<file path="src/rtl/pipe_ctrl.sv">
// Pipeline sequencing controller: merges per-stage stall requests, holds EX for
// multi-cycle ops, drives registered flush/redirect, and counts stalled cycles.
module pipe_ctrl #(
  parameter int MC_CNT_W  = 6,
  parameter int FLUSH_LEN = 1,
  parameter int PERF_W    = 32,
  parameter int REG_W     = 32
) (
  input  logic                clk,
  input  logic                rst,
  input  logic                stallreq_from_if,
  input  logic                stallreq_from_id,
  input  logic                stallreq_from_ex,
  input  logic                stallreq_from_mem,
  input  logic                ex_mc_start,
  input  logic [MC_CNT_W-1:0] ex_mc_cycles,
  input  logic                flush_req,
  input  logic [REG_W-1:0]    flush_pc,
  output logic [5:0]          stall,
  output logic                flush,
  output logic [REG_W-1:0]    new_pc,
  output logic                ex_mc_done,
  output logic                mc_busy,
  output logic [PERF_W-1:0]   stall_cycles
);

  typedef enum logic [1:0] {RUN = 2'd0, MC = 2'd1, FLUSH = 2'd2} state_e;

  state_e              state_q, state_d;
  logic [MC_CNT_W-1:0] mc_cnt_q, mc_cnt_d;
  logic [2:0]          flush_cnt_q, flush_cnt_d;
  logic                flush_q, flush_d;
  logic [REG_W-1:0]    new_pc_q, new_pc_d;
  logic [PERF_W-1:0]   stall_cycles_q, stall_cycles_d;
  logic                mc_start_ok;
  logic                mc_hold;

  assign mc_start_ok = ex_mc_start && (ex_mc_cycles >= MC_CNT_W'(2));
  assign mc_hold     = ((state_q == RUN) && mc_start_ok) ||
                       ((state_q == MC) && (mc_cnt_q > MC_CNT_W'(1)));

  always_comb begin
    stall = 6'b000000;
    if (!rst && state_q != FLUSH) begin
      if (stallreq_from_mem)                 stall = 6'b011111;
      else if (stallreq_from_ex || mc_hold)  stall = 6'b001111;
      else if (stallreq_from_id)             stall = 6'b000111;
      else if (stallreq_from_if)             stall = 6'b000011;
    end
  end

  always_comb begin
    state_d        = state_q;
    mc_cnt_d       = mc_cnt_q;
    flush_cnt_d    = flush_cnt_q;
    flush_d        = flush_q;
    new_pc_d       = new_pc_q;
    stall_cycles_d = stall_cycles_q;
    case (state_q)
      RUN: begin
        if (mc_start_ok) begin
          state_d  = MC;
          mc_cnt_d = ex_mc_cycles - MC_CNT_W'(1);
        end
      end
      MC: begin
        if (mc_cnt_q > MC_CNT_W'(1)) begin
          mc_cnt_d = mc_cnt_q - MC_CNT_W'(1);
        end else begin
          state_d  = RUN;
          mc_cnt_d = '0;
        end
      end
      FLUSH: begin
        if (flush_cnt_q != 3'd0) begin
          flush_cnt_d = flush_cnt_q - 3'd1;
        end else begin
          flush_d = 1'b0;
          state_d = RUN;
        end
      end
      default: state_d = RUN;
    endcase
    // A redirect overrides everything, including an in-flight multi-cycle op.
    if (flush_req) begin
      state_d     = FLUSH;
      new_pc_d    = flush_pc;
      flush_d     = 1'b1;
      flush_cnt_d = 3'(FLUSH_LEN - 1);
      mc_cnt_d    = '0;
    end
    if (stall[0] && !(&stall_cycles_q)) stall_cycles_d = stall_cycles_q + PERF_W'(1);
  end

  always_ff @(posedge clk) begin
    if (rst) begin
      state_q        <= RUN;
      mc_cnt_q       <= '0;
      flush_cnt_q    <= 3'd0;
      flush_q        <= 1'b0;
      new_pc_q       <= '0;
      stall_cycles_q <= '0;
    end else begin
      state_q        <= state_d;
      mc_cnt_q       <= mc_cnt_d;
      flush_cnt_q    <= flush_cnt_d;
      flush_q        <= flush_d;
      new_pc_q       <= new_pc_d;
      stall_cycles_q <= stall_cycles_d;
    end
  end

  assign flush        = flush_q;
  assign new_pc       = new_pc_q;
  assign stall_cycles = stall_cycles_q;
  assign mc_busy      = (state_q == MC);
  assign ex_mc_done   = !rst && (state_q == MC) && (mc_cnt_q == MC_CNT_W'(1));

endmodule

</file>
<file path="config.mk">
export PLATFORM = sky130hd
export DESIGN_NAME = pipe_ctrl
export DESIGN_NICKNAME = d
export VERILOG_FILES = /design/src/rtl/pipe_ctrl.sv
export SDC_FILE = /design/constraint.sdc
export NUM_CORES = 1
export LEC_CHECK = 0
export ABC_AREA = 1
export BUFFER_PORTS_ARGS = -buffer_cell sky130_fd_sc_hd__buf_2
export CELL_PAD_IN_SITES_DETAIL_PLACEMENT = 1
export CELL_PAD_IN_SITES_GLOBAL_PLACEMENT = 1
export CORE_MARGIN = 5
export CORE_UTILIZATION = 39
export CTS_CLUSTER_SIZE = 20
export DETAILED_ROUTE_END_ITERATION = 7
export PLACE_DENSITY_LB_ADDON = 0.1
export SLEW_MARGIN = 20
export SYNTH_ARGS = -nofsm -noshare
export SYNTH_HDL_FRONTEND = slang
export SYNTH_SLANG_ARGS = --single-unit
</file>
<file path="constraint.sdc">
create_clock -name clk -period 3.3 [get_ports clk]
set_input_delay 0.165 -clock clk [delete_from_list [all_inputs] [get_ports clk]]
set_output_delay 0.165 -clock clk [all_outputs]
set_load 0.05 [all_outputs]
</file>
==> impl_metrics.env <==
export IMPL_required_ns=3.13
export IMPL_period_share_pct=82.16
export IMPL_syn_to_final_growth_pct=20.87
export IMPL_synth_area_mm2=0.004023
export IMPL_route_met2_wl_um=6397
export IMPL_min_path_type="input pin to flop"
export IMPL_grt_pass1_wl_um=21820
export IMPL_clkPwrFrac_pct=33.8
export IMPL_finalHoldViolations=0
export IMPL_slew_headroom_pct=38.22
export IMPL_cp_max_fo=15
export IMPL_clkSinkCount=76
export IMPL_fillers=1363
export IMPL_highest_layer="met4"
export IMPL_num_antenna_cells=0
export IMPL_nets=756
export IMPL_post_drt_wl_per_cell_um=15.17
export IMPL_start_util_pct=39.50
export IMPL_port_buffers=117
export IMPL_vias=4266
export IMPL_pre_cts_ws_ns=0.8243
export IMPL_utilization_pct=47.74
export IMPL_post_cts_buffers=0
export IMPL_cts_root_buf="clkbuf_8"
export IMPL_pwr_share_seq_pct=48.3
export IMPL_dpl_cell_area_mm2=0.004678
export IMPL_wirelength_um=12800
export IMPL_clock_latency_ns=0.36
export IMPL_numCtsBuffers=9
export IMPL_vdd_drop_max_mv=0.2363
export IMPL_cap_violations=0
export IMPL_htreeDepth=3
export IMPL_rsz0062_at_grt="no"
export IMPL_whs_ns=0.01964
export IMPL_dp_cells=828
export IMPL_boundaryPins=119
export IMPL_via_per_inst=5.055
export IMPL_p_leak_nw=2.138
export IMPL_grt_overflow=0
export IMPL_die_h_um=111.6
export IMPL_avgSynthCellArea_um2=6.772
export IMPL_setup_ws_ns=0.5888
export IMPL_p_int_mw=1.329
export IMPL_hold_buffers=0
export IMPL_fin_cells=844
export IMPL_p_sw_mw=0.6934
export IMPL_wl_met1_um=5450
export IMPL_setup_tns_ns=0
export IMPL_finalSetupViolCount=0
export IMPL_crit_path_end_kind="output pin"
export IMPL_dp_hpwl_um=9657
export IMPL_yosysWarnings=0
export IMPL_grt_pass1_vias=4531
export IMPL_syn_inst=594
export IMPL_ys_types=32
export IMPL_drive_above_1_share_pct=22.03
export IMPL_power_switching_share_pct=34.28
export IMPL_p_per_area_mw_per_mm2=416.0
export IMPL_critPathKind="flop to output pin"
export IMPL_worst_slew_pin_slew_ns=0.9257
export IMPL_die_area_mm2=0.01245
export IMPL_ys_seq_area_share_pct=37.82
export IMPL_ctsResizeCount=0
export IMPL_cts_tree="yes"
export IMPL_antenna_found_initial=0
export IMPL_clock_skew_final_ns=0.008748
export IMPL_drc_errors=0
export IMPL_detail_route_antenna_nets=0
export IMPL_drt_initial_drc_count=140
export IMPL_clock_path_buffers=2
export IMPL_fin_crit_ns=2.711
export IMPL_syn_nets=647
export IMPL_first_pass_iters=4
export IMPL_core_area_mm2=0.01018
export IMPL_yosys_register_bits=76
export IMPL_clk_pin_slew_ns=0.09
export IMPL_die_x_um=111.6
export IMPL_wl_met3_um=777
export IMPL_finalMaxSlewViolations=0
export IMPL_outcome="complete, no violations"
export IMPL_share_comb_of_total_power_pct=17.9
export IMPL_grtUsageTotal_pct=20.91
export IMPL_max_freq_mhz=368.8
export IMPL_startpoint_type="flop"
export IMPL_power_mw=2.023
export IMPL_worstPathArrival_ns=2.55
export IMPL_gp_congestion=0.8212
export IMPL_grt_max_degree=37
export IMPL_stdcell_area_mm2=0.004862
export IMPL_rows=37
## routing by layer
| metal | GRT usage, % | vias to the layer above |
|---|---|---|
| met3 | 6.196 | 13 |
| met4 | 5.677 | 0 |
| met1 | 24.47 | 2040 |
| li1 | - | 2133 |
| met5 | 0 | - |
| met2 | 37.19 | 80 |
## synthesized netlist by cell type
library cell / n / share of area (%)
buf_4: 4 / 0.75
o211ai_1: 1 / 0.19
a21oi_1: 46 / 5.7
nand3b_1: 3 / 0.56
nand3_1: 33 / 4.1
o22ai_1: 3 / 0.47
buf_2: 2 / 0.25
a31oi_1: 2 / 0.31
nor3_2: 2 / 0.50
or2_2: 1 / 0.16
clkbuf_1: 14 / 1.3
ha_1: 7 / 2.2
o31ai_1: 1 / 0.19
nor2_2: 3 / 0.47
nand3_2: 2 / 0.50
nand2_2: 4 / 0.62
conb_1: 1 / 0.093
nand2_1: 118 / 11
o21ai_0: 43 / 5.4
nor2_4: 3 / 0.84
buf_6: 4 / 1.1
a211oi_1: 2 / 0.37
xor2_1: 12 / 2.6
nor2_1: 123 / 11
inv_1: 48 / 4.5
dfxtp_1: 76 / 38
nand4_2: 2 / 0.62
nor3_1: 4 / 0.50
clkinv_1: 1 / 0.093
o21bai_1: 1 / 0.19
xnor2_1: 13 / 2.8
nand4_1: 15 / 2.3
## path summary, 6_finish.rpt
check                                         to  cells past startpoint  slack (ns)           start
worst max-delay path                    stall[1]                      8        0.59     mc_cnt_q[0]
worst min-delay path                   new_pc[7]                      3        0.02     flush_pc[7]
worst max register to register  stall_cycles[28]                     11        0.90     mc_cnt_q[0]
worst min register to register    flush_cnt_q[1]                      2        0.47  flush_cnt_q[1]
## logic make-up (layout without fill, tap and decap cells)
group	count (synthesis)	in the layout	share of synthesized area, %
AOI/OAI and AO/OA	99	99	12.78
xor gates and xnor gates	25	25	5.443
adders and majority gates	7	7	2.177
buffers and inverters	73	187	7.994
DFF	76	76	37.82
other	1	1	0.09322
and+or+nand+nor	313	313	33.69
## state kept, by name (all words and copies together), names as in the netlist
signal	flops
flush	1
flush_cnt_q	3
mc_cnt_q	6
state_q	2
new_pc	32
stall_cycles	32
## placed cells by master, fill, tap and decap left out, types with 2 or more instances in the layout
cell type,netlist,routed
a211oi_1,2,2
a21oi_1,46,46
a31oi_1,2,2
buf_2,2,117
buf_4,4,5
clkbuf_8,0,9
clkinvlp_4,0,3
dfxtp_1,76,76
ha_1,7,7
inv_1,48,48
inv_6,0,3
nand2_1,118,118
nand2_2,4,4
nand3_1,33,33
nand3_2,2,2
nand3b_1,3,3
nand4_1,15,15
nand4_2,2,2
nor2_1,123,122
nor2_2,3,4
nor2_4,3,3
nor3_1,4,4
nor3_2,2,2
o21ai_0,43,43
o22ai_1,3,3
xnor2_1,13,13
xor2_1,12,12
## power by group through the flow
stage	clock (mW)	combinational [mW]	sequential (mW)
after detailed placement	0	0.364	0.997
after floorplan	0	0.158	1.10
final	0.685	0.362	0.977
after global routing	0.743	0.397	0.983
after CTS	0.709	0.365	0.977
after global placement	0	0.356	0.995
## layout make-up
| class | instances | area (um^2) | share of cell area, % |
|---|---|---|---|
| Multi-Input combinational cell | 445 | 2182 | 44.88 |
| Sequential cell | 76 | 1521 | 31.29 |
| Timing Repair Buffer | 122 | 623.1 | 12.82 |
| Inverter | 49 | 183.9 | 3.783 |
| Tap cell | 136 | 170.2 | 3.500 |
| Clock buffer | 9 | 123.9 | 2.548 |
| Clock inverter | 7 | 57.56 | 1.184 |
## critical path, stage by stage (launching register included)
cell and delay, ns:
dfxtp_1 0.36, inv_1 0.09, ha_1 0.24, o211ai_1 0.29
nand2_2 0.19, nand3_1 0.12, nand2_1 0.07, nand2_1 0.46
buf_2 0.37
(Power assumes the default switching activity.)
